**src/rtl/apb_blink_sequencer_if.sv**
```systemverilog
// ============================================================================
// Module      : apb_blink_sequencer_if
// Description : APB completer bus bundle for the blink sequencer.
// Revision    : 1.0 - initial release
// ============================================================================
`default_nettype none

interface apb_blink_sequencer_if;
    logic [31:0] paddr;
    logic        psel;
    logic        penable;
    logic        pwrite;
    logic [31:0] pwdata;
    logic [31:0] prdata;
    logic        pready;
    logic        perr;

    modport master (
        output paddr, psel, penable, pwrite, pwdata,
        input  prdata, pready, perr
    );

    modport slave (
        input  paddr, psel, penable, pwrite, pwdata,
        output prdata, pready, perr
    );
endinterface

`default_nettype wire

```
**src/rtl/apb_blink_sequencer.sv**
```systemverilog
// ============================================================================
// Module      : apb_blink_sequencer
// Description : APB-programmed table sequencer driving an LED blinker rate.
//               Optional macro BLINK_SEQ_PERR_EN enables perr on unmapped access.
// Revision    : 1.0 - initial release
// ============================================================================
`default_nettype none

module apb_blink_sequencer #(
    parameter int unsigned DEFAULT_RATE = 32'd100000000,
    parameter int unsigned DEPTH        = 8
) (
    input  logic                        clk,
    input  logic                        rst_n,
    apb_blink_sequencer_if.slave        apb,
    input  logic                        toggle_in,
    output logic [31:0]                 rate_out,
    output logic                        rate_load,
    output logic                        busy,
    output logic                        done_irq
);

    localparam logic [31:0] C_DEF_RATE = DEFAULT_RATE;
    localparam logic [3:0]  C_DEPTH    = 4'(DEPTH);

    typedef enum logic [1:0] {S_IDLE = 2'd0, S_LOAD = 2'd1, S_RUN = 2'd2} state_t;

    state_t      r_state, w_state_nxt;
    logic [2:0]  r_idx, w_idx_nxt;
    logic [15:0] r_tcnt, w_tcnt_nxt;
    logic [31:0] r_rate_out, w_rate_nxt;
    logic        r_rate_load, w_load_nxt;
    logic        r_busy, w_busy_nxt;
    logic        r_fin, w_fin_nxt;
    logic        w_done_set;
    logic        r_done, r_loop;
    logic [3:0]  r_len;
    logic [31:0] r_rate [DEPTH];
    logic [15:0] r_count [DEPTH];
    logic [31:0] r_prdata;
    logic        r_pready, r_perr;
    logic [15:0] w_cnt_lim;
    logic [16:0] w_tcnt_inc;

    // ------------------------------------------------------------ decode
    logic [7:0]  w_off;
    logic        w_acc, w_wr, w_aligned;
    logic        w_hit_ctrl, w_hit_stat, w_hit_len, w_rate_hit, w_cnt_hit, w_mapped;
    logic [2:0]  w_rate_idx, w_cnt_idx;
    logic        w_start, w_abort, w_clr;
    logic [31:0] w_rdata;
    logic [23:0] w_unused_addr;

    assign w_off         = apb.paddr[7:0];
    assign w_unused_addr = apb.paddr[31:8];
    assign w_acc         = apb.psel & apb.penable;
    assign w_wr          = w_acc & apb.pwrite;
    assign w_aligned     = (w_off[1:0] == 2'b00);
    assign w_hit_ctrl    = (w_off == 8'h00);
    assign w_hit_stat    = (w_off == 8'h04);
    assign w_hit_len     = (w_off == 8'h08);
    assign w_rate_idx    = 3'(w_off[5:2] - 4'd4);
    assign w_cnt_idx     = 3'(w_off[6:2] - 5'd12);
    assign w_rate_hit    = w_aligned && (w_off >= 8'h10) && (w_off < 8'h30)
                           && ({1'b0, w_rate_idx} < C_DEPTH);
    assign w_cnt_hit     = w_aligned && (w_off >= 8'h30) && (w_off < 8'h50)
                           && ({1'b0, w_cnt_idx} < C_DEPTH);
    assign w_mapped      = w_hit_ctrl | w_hit_stat | w_hit_len | w_rate_hit | w_cnt_hit;

    // Abort takes priority over start when both arrive in one write
    assign w_abort = w_wr & w_hit_ctrl & apb.pwdata[2];
    assign w_start = w_wr & w_hit_ctrl & apb.pwdata[0] & ~apb.pwdata[2];
    assign w_clr   = w_wr & w_hit_stat & apb.pwdata[1];

    always_comb begin
        w_rdata = '0;
        if (w_hit_ctrl)      w_rdata = {30'd0, r_loop, 1'b0};
        else if (w_hit_stat) w_rdata = {25'd0, r_idx, 2'b00, r_done, r_busy};
        else if (w_hit_len)  w_rdata = {28'd0, r_len};
        else if (w_rate_hit) w_rdata = r_rate[w_rate_idx];
        else if (w_cnt_hit)  w_rdata = {16'd0, r_count[w_cnt_idx]};
    end

    // ------------------------------------------------------------ FSM
    always_ff @(posedge clk) begin
        if (!rst_n) r_state <= S_IDLE;
        else        r_state <= w_state_nxt;
    end

    // r_fin marks the IDLE cycle that finishes a one-shot pass
    always_comb begin
        w_state_nxt = r_state;
        w_idx_nxt   = r_idx;
        w_tcnt_nxt  = r_tcnt;
        w_rate_nxt  = r_rate_out;
        w_load_nxt  = 1'b0;
        w_busy_nxt  = r_busy;
        w_fin_nxt   = 1'b0;
        w_done_set  = 1'b0;
        w_cnt_lim   = (r_count[r_idx] == 16'd0) ? 16'd1 : r_count[r_idx];
        w_tcnt_inc  = {1'b0, r_tcnt} + 17'd1;
        if (w_abort && (r_state != S_IDLE)) begin
            w_state_nxt = S_IDLE;
            w_rate_nxt  = C_DEF_RATE;
            w_load_nxt  = 1'b1;
            w_busy_nxt  = 1'b0;
        end else begin
            case (r_state)
                S_IDLE: begin
                    if (r_fin) begin
                        w_rate_nxt = C_DEF_RATE;
                        w_load_nxt = 1'b1;
                        w_busy_nxt = 1'b0;
                        w_done_set = 1'b1;
                    end else if (w_start && (r_len != 4'd0)) begin
                        w_idx_nxt   = 3'd0;
                        w_state_nxt = S_LOAD;
                    end
                end
                S_LOAD: begin
                    w_rate_nxt  = r_rate[r_idx];
                    w_load_nxt  = 1'b1;
                    w_tcnt_nxt  = 16'd0;
                    w_busy_nxt  = 1'b1;
                    w_state_nxt = S_RUN;
                end
                S_RUN: begin
                    if (toggle_in) begin
                        if (w_tcnt_inc >= {1'b0, w_cnt_lim}) begin
                            if (({1'b0, r_idx} + 4'd1) < r_len) begin
                                w_idx_nxt   = r_idx + 3'd1;
                                w_state_nxt = S_LOAD;
                            end else if (r_loop) begin
                                w_idx_nxt   = 3'd0;
                                w_state_nxt = S_LOAD;
                            end else begin
                                w_fin_nxt   = 1'b1;
                                w_state_nxt = S_IDLE;
                            end
                        end else begin
                            w_tcnt_nxt = w_tcnt_inc[15:0];
                        end
                    end
                end
                default: w_state_nxt = S_IDLE;
            endcase
        end
    end

    // ------------------------------------------------------------ datapath
    always_ff @(posedge clk) begin
        if (!rst_n) begin
            r_idx       <= 3'd0;
            r_tcnt      <= 16'd0;
            r_rate_out  <= C_DEF_RATE;
            r_rate_load <= 1'b0;
            r_busy      <= 1'b0;
            r_fin       <= 1'b0;
            r_done      <= 1'b0;
            r_loop      <= 1'b0;
            r_len       <= 4'd1;
            r_prdata    <= 32'd0;
            r_pready    <= 1'b0;
            r_perr      <= 1'b0;
            for (int i = 0; i < int'(DEPTH); i++) begin
                r_rate[i]  <= C_DEF_RATE;
                r_count[i] <= 16'd1;
            end
        end else begin
            r_idx       <= w_idx_nxt;
            r_tcnt      <= w_tcnt_nxt;
            r_rate_out  <= w_rate_nxt;
            r_rate_load <= w_load_nxt;
            r_busy      <= w_busy_nxt;
            r_fin       <= w_fin_nxt;
            r_prdata    <= w_rdata;
            r_pready    <= 1'b1;
`ifdef BLINK_SEQ_PERR_EN
            r_perr      <= w_acc & ~w_mapped;
`else
            r_perr      <= 1'b0;
`endif
            if (w_done_set)  r_done <= 1'b1;
            else if (w_clr)  r_done <= 1'b0;
            if (w_wr && w_hit_ctrl) r_loop <= apb.pwdata[1];
            if (w_wr && w_hit_len)
                r_len <= (apb.pwdata > 32'(DEPTH)) ? C_DEPTH : apb.pwdata[3:0];
            if (w_wr && w_rate_hit) r_rate[w_rate_idx] <= apb.pwdata;
            if (w_wr && w_cnt_hit)  r_count[w_cnt_idx] <= apb.pwdata[15:0];
        end
    end

    assign apb.prdata = r_prdata;
    assign apb.pready = r_pready;
    assign apb.perr   = r_perr;
    assign rate_out   = r_rate_out;
    assign rate_load  = r_rate_load;
    assign busy       = r_busy;
    assign done_irq   = r_done;

endmodule

`default_nettype wire

```
**src/flat_wrapper.sv**
```systemverilog
// flat-port wrapper written by rule: the top's interface ports become plain ports
module apb_blink_sequencer_flat 
#(
    parameter int unsigned DEFAULT_RATE = 32'd100000000,
    parameter int unsigned DEPTH        = 8
)
  (clk, rst_n, toggle_in, rate_out, rate_load, busy, done_irq, apb_paddr, apb_psel, apb_penable, apb_pwrite, apb_pwdata, apb_prdata, apb_pready, apb_perr);
  apb_blink_sequencer_if apb_i ();
  input  logic clk;
  input  logic rst_n;
  input  logic toggle_in;
  output logic [31:0] rate_out;
  output logic rate_load;
  output logic busy;
  output logic done_irq;
  input wire logic [$bits(apb_i.paddr)-1:0] apb_paddr;
  input wire logic [$bits(apb_i.psel)-1:0] apb_psel;
  input wire logic [$bits(apb_i.penable)-1:0] apb_penable;
  input wire logic [$bits(apb_i.pwrite)-1:0] apb_pwrite;
  input wire logic [$bits(apb_i.pwdata)-1:0] apb_pwdata;
  output wire logic [$bits(apb_i.prdata)-1:0] apb_prdata;
  output wire logic [$bits(apb_i.pready)-1:0] apb_pready;
  output wire logic [$bits(apb_i.perr)-1:0] apb_perr;
  assign apb_i.paddr = apb_paddr;
  assign apb_i.psel = apb_psel;
  assign apb_i.penable = apb_penable;
  assign apb_i.pwrite = apb_pwrite;
  assign apb_i.pwdata = apb_pwdata;
  assign apb_prdata = apb_i.prdata;
  assign apb_pready = apb_i.pready;
  assign apb_perr = apb_i.perr;
  apb_blink_sequencer #(.DEFAULT_RATE(DEFAULT_RATE), .DEPTH(DEPTH)) u_core (.clk(clk), .rst_n(rst_n), .apb(apb_i), .toggle_in(toggle_in), .rate_out(rate_out), .rate_load(rate_load), .busy(busy), .done_irq(done_irq));
endmodule
```
**config.mk**
```make
export PLATFORM = sky130hd
export DESIGN_NAME = apb_blink_sequencer_flat
export DESIGN_NICKNAME = d
export VERILOG_FILES = /design/src/rtl/apb_blink_sequencer_if.sv /design/src/rtl/apb_blink_sequencer.sv /design/src/flat_wrapper.sv
export SDC_FILE = /design/constraint.sdc
export NUM_CORES = 1
export LEC_CHECK = 0
export BUFFER_PORTS_ARGS = -buffer_cell sky130_fd_sc_hd__buf_4
export CORE_MARGIN = 2
export CORE_UTILIZATION = 45
export CTS_BUF_LIST = sky130_fd_sc_hd__clkbuf_4
export DETAILED_ROUTE_END_ITERATION = 8
export GPL_TIMING_DRIVEN = 0
export SYNTH_ARGS = -nofsm -noshare
export SYNTH_HDL_FRONTEND = slang
export SYNTH_SLANG_ARGS = --single-unit
```
**constraint.sdc**
```tcl
create_clock -name clk -period 6.1 [get_ports clk]
set_input_delay 0.61 -clock clk [delete_from_list [all_inputs] [get_ports clk]]
set_output_delay 0.61 -clock clk [all_outputs]
set_load 0.02 [all_outputs]
```
==> results.json <==
{
  "synth_top_family_by_area": "multiplexers",
  "drtIter0Drc": 1995,
  "grt_pass1_vias": 17676,
  "endpoint_kind": "flop",
  "grt_antenna_before_repair": 5,
  "vias": 17517,
  "nets": 2159,
  "synthTopCellsByArea": "edfxtp_1, mux4_2, dfxtp_1, and2_1, mux2i_1",
  "ctsHoldBuffers": 35,
  "final.setup.tns_ns": 0,
  "initial_core_util": 0.455,
  "fin_crit_sh": 0.866,
  "cts.clk_slew.worst_paths_ns": 0.07,
  "die_h_um": 237,
  "syn-instance-count": 1770,
  "path_cells": "buf_2 > buf_2 > buf_2 > buf_2 > buf_1 > mux4_2 > nand2_1 > nand3_1 > ha_1 > and3_1 > nand3_1 > a311o_1 > nand4_1 > clkbuf_1 > nor4_1 > a211o_1",
  "synth_area_um2": 24500,
  "seqPwrFrac": 0.497,
  "routed_wl_mm": 80.8,
  "met2WireLength_mm": 37.5,
  "grt_usage": 0.292,
  "max-slew-margin-rel": 0.0418,
  "ios": 139,
  "dieArea_um2": 56300,
  "slew_violations": 0,
  "power_density_nw_per_um2": 261,
  "cp_common_cell": "buf_2",
  "finalHoldViolations": 0,
  "total_power_uw": 7510,
  "finalCriticalPeriod_ns": 5.28,
  "dpl.hpwl_mm": 56.5,
  "overflow": 0,
  "fp.dieW_um": 237,
  "synth_compound_area_frac": 0.0345,
  "switching_share": 0.249,
  "syn_area_per_cell_um2": 13.8,
  "path_class": "reg2reg",
  "gp_congestion": 0.888,
  "power_leakage_uw": 0.0104,
  "numCtsBuffers": 136,
  "cts_setup_buffers": 0,
  "syn2layout_area_growth_pct": 17.6,
  "wl_met1_mm": 32.6,
  "clock.fmax_mhz": 189,
  "skew_ns": 0.0639,
  "yosysTopAreaCell": "edfxtp_1",
  "synth_cell_type_count": 61,
  "synth-adder-area-share": 0.0107,
  "rsz0062_at_grt": "no",
  "status": "finished clean",
  "drive_gt1_frac": 0.278,
  "via_per_inst": 6.10,
  "arrival_ns": 6.15,
  "synth_edf_count": 384,
  "synth_top_cell_area_share": 0.471,
  "clockBufferDepth": 3,
  "fin_area_um2": 28800,
  "worst-path-buf-inv": 6,
  "synth_nets": 1861,
  "synth_xor_area_frac": 0.00393,
  "ctsResizeCount": 0,
  "cp_slowest_cell": "buf_1",
  "cts_tree": "yes",
  "slowest_delay_ns": 0.72,
  "cp_max_fo": 10,
  "setup_viol": 0,
  "hold_path.class": "in2reg",
  "grt_max_degree": 27,
  "cts_max_level": 4,
  "synth-async-reset-ratio": 0,
  "start_kind": "flop",
  "rows": 85,
  "grt_pass1_wl_mm": 117,
  "peakVddDrop_uv": 201,
  "combPwrFrac": 0.081,
  "cts-root-buf": "clkbuf_4",
  "drc_errors": 0,
  "synth.area.mux_share": 0.216,
  "worstPathRequired_ns": 6.97,
  "clock_sinks": 482,
  "top_layer": "met5",
  "portBuffers": 111,
  "max-cap-violations": 0,
  "drt-pass1-iter-count": 5,
  "fillerInstances": 4518,
  "insertion_delay_ns": 1.03,
  "worstHoldStart": "apb_penable",
  "internal_power_uw": 5640,
  "ys_ff_latch": 482,
  "coreArea_um2": 53800,
  "cpLargestDelayFamily": "buffers and inverters",
  "clkPwrFrac": 0.422,
  "synth_ff_type": "edfxtp_1",
  "antenna_left": 0,
  "worst_pin_slew_ns": 1.44,
  "route.met3.wl_mm": 8.18,
  "netSwitchingPower_uw": 1870,
  "yosysWarnings": 0,
  "wl_per_cell_um": 28.1,
  "seq_area_frac_synth": 0.551,
  "place_area_um2": 26600,
  "synth-simple-area-share": 0.157
}
logic make-up (layout without fill, tap and decap cells):
| group | count (synthesis) | after routing |
|---|---|---|
| other cells | 1 | 7 |
| mux | 288 | 288 |
| xor+xnor | 11 | 11 |
| simple gates | 678 | 678 |
| fa+ha+maj | 21 | 21 |
| buf+inv | 160 | 561 |
| compound gates | 129 | 129 |
| flops | 482 | 482 |
area by class of cell:
cell class	instances	area (um^2)	area share
flip-flops and latches	482	13500	0.468
multi-input cells	1128	10400	0.362
clock buffers	206	1550	0.0537
repair buffers	160	1550	0.0537
well taps	696	871	0.0302
plain buffers	153	641	0.0222
clock inverters	35	256	0.00890
inverters	7	26.3	0.000912
diodes	6	15.0	0.000521
worst min-delay path: stages:
cell and delay [ns]:
buf_4 0.11, nand3_1 0.10, or3_1 0.12, a221oi_1 0.07
per-layer routing:
| metal | vias to the layer above | GRT usage |
|---|---|---|
| met4 | 2 | 0.101 |
| met3 | 156 | 0.0841 |
| met1 | 8869 | 0.395 |
| met5 | - | 0 |
| met2 | 982 | 0.454 |
| li1 | 7508 | - |
final timing paths:
path                                          end  slack (ns)  depth (start not counted)
worst max-delay path             u_core.r_tcnt[9]        0.82                         16
worst min-delay path            u_core.r_state[0]        0.07                          4
worst max register to register   u_core.r_tcnt[9]        0.82                         16
worst min register to register  u_core.r_tcnt[11]        0.49                          2
layout by cell type, fill, tap and decap left out, types with 6 or more instances in the layout:
cell type / n
o22ai_1: 7
buf_4: 114
a21oi_1: 18
mux2i_1: 96
nand2_1: 58
mux4_2: 192
buf_16: 11
edfxtp_1: 384
clkbuf_4: 206
clkbuf_1: 103
nor4_1: 25
nand2b_1: 41
o21ai_4: 6
xnor2_1: 8
or3_1: 81
ha_1: 21
dlygate4sd3_1: 35
a211oi_1: 12
and2_1: 244
a31oi_1: 23
buf_1: 13
nand4_1: 11
o22a_1: 9
and3_1: 45
nor3_1: 30
buf_2: 29
nor2_1: 96
nand3_1: 19
o21ai_0: 23
diode_2: 6
dfxtp_1: 98
clkinv_1: 21
power groups by stage:
stage,combinational [uW],sequential [uW],clock (uW)
floorplan,323,3790,0
global placement,543,3810,0
detailed placement,582,3810,0
CTS,601,3730,3200
global route,627,3750,3370
finish,606,3740,3170
flip-flops by register name (all words and copies together) (netlist names), 2 cells and up, named ones only:
register,count
u_core.r_tcnt,16
u_core.r_count,128
u_core.r_idx,3
u_core.r_state,2
u_core.r_len,4
u_core.rate_out,32
u_core.apb.prdata,32
u_core.r_rate,256
metrics by stage:
stage,setup WS (ns),hold WS (ns),std cells,utilization
after floorplan,1.42,0.456,1770,-
after global placement,-1.80,0.469,2577,0.487
after detailed placement,0.912,0.476,2591,0.495
after CTS,0.870,0.00237,2867,0.535
after global routing,0.591,0.0354,2872,0.535
final,0.817,0.0714,2873,0.535
synthesized netlist by cell type, drive strengths merged, types with 5 or more instances:
cell	number
dfxtp	98
clkbuf	106
xnor2	8
nor4	27
nand2	60
inv	6
nand3	19
or2	5
a211oi	12
edfxtp	384
ha	21
o21ai	34
o22a	9
buf	47
nand2b	42
and3	45
or3	82
o31ai	5
nor2	99
a21oi	18
nand4	11
nor3	31
nor2b	5
mux4	192
o22ai	7
a31oi	23
mux2i	96
and2	244
(Power assumes the default switching activity.)
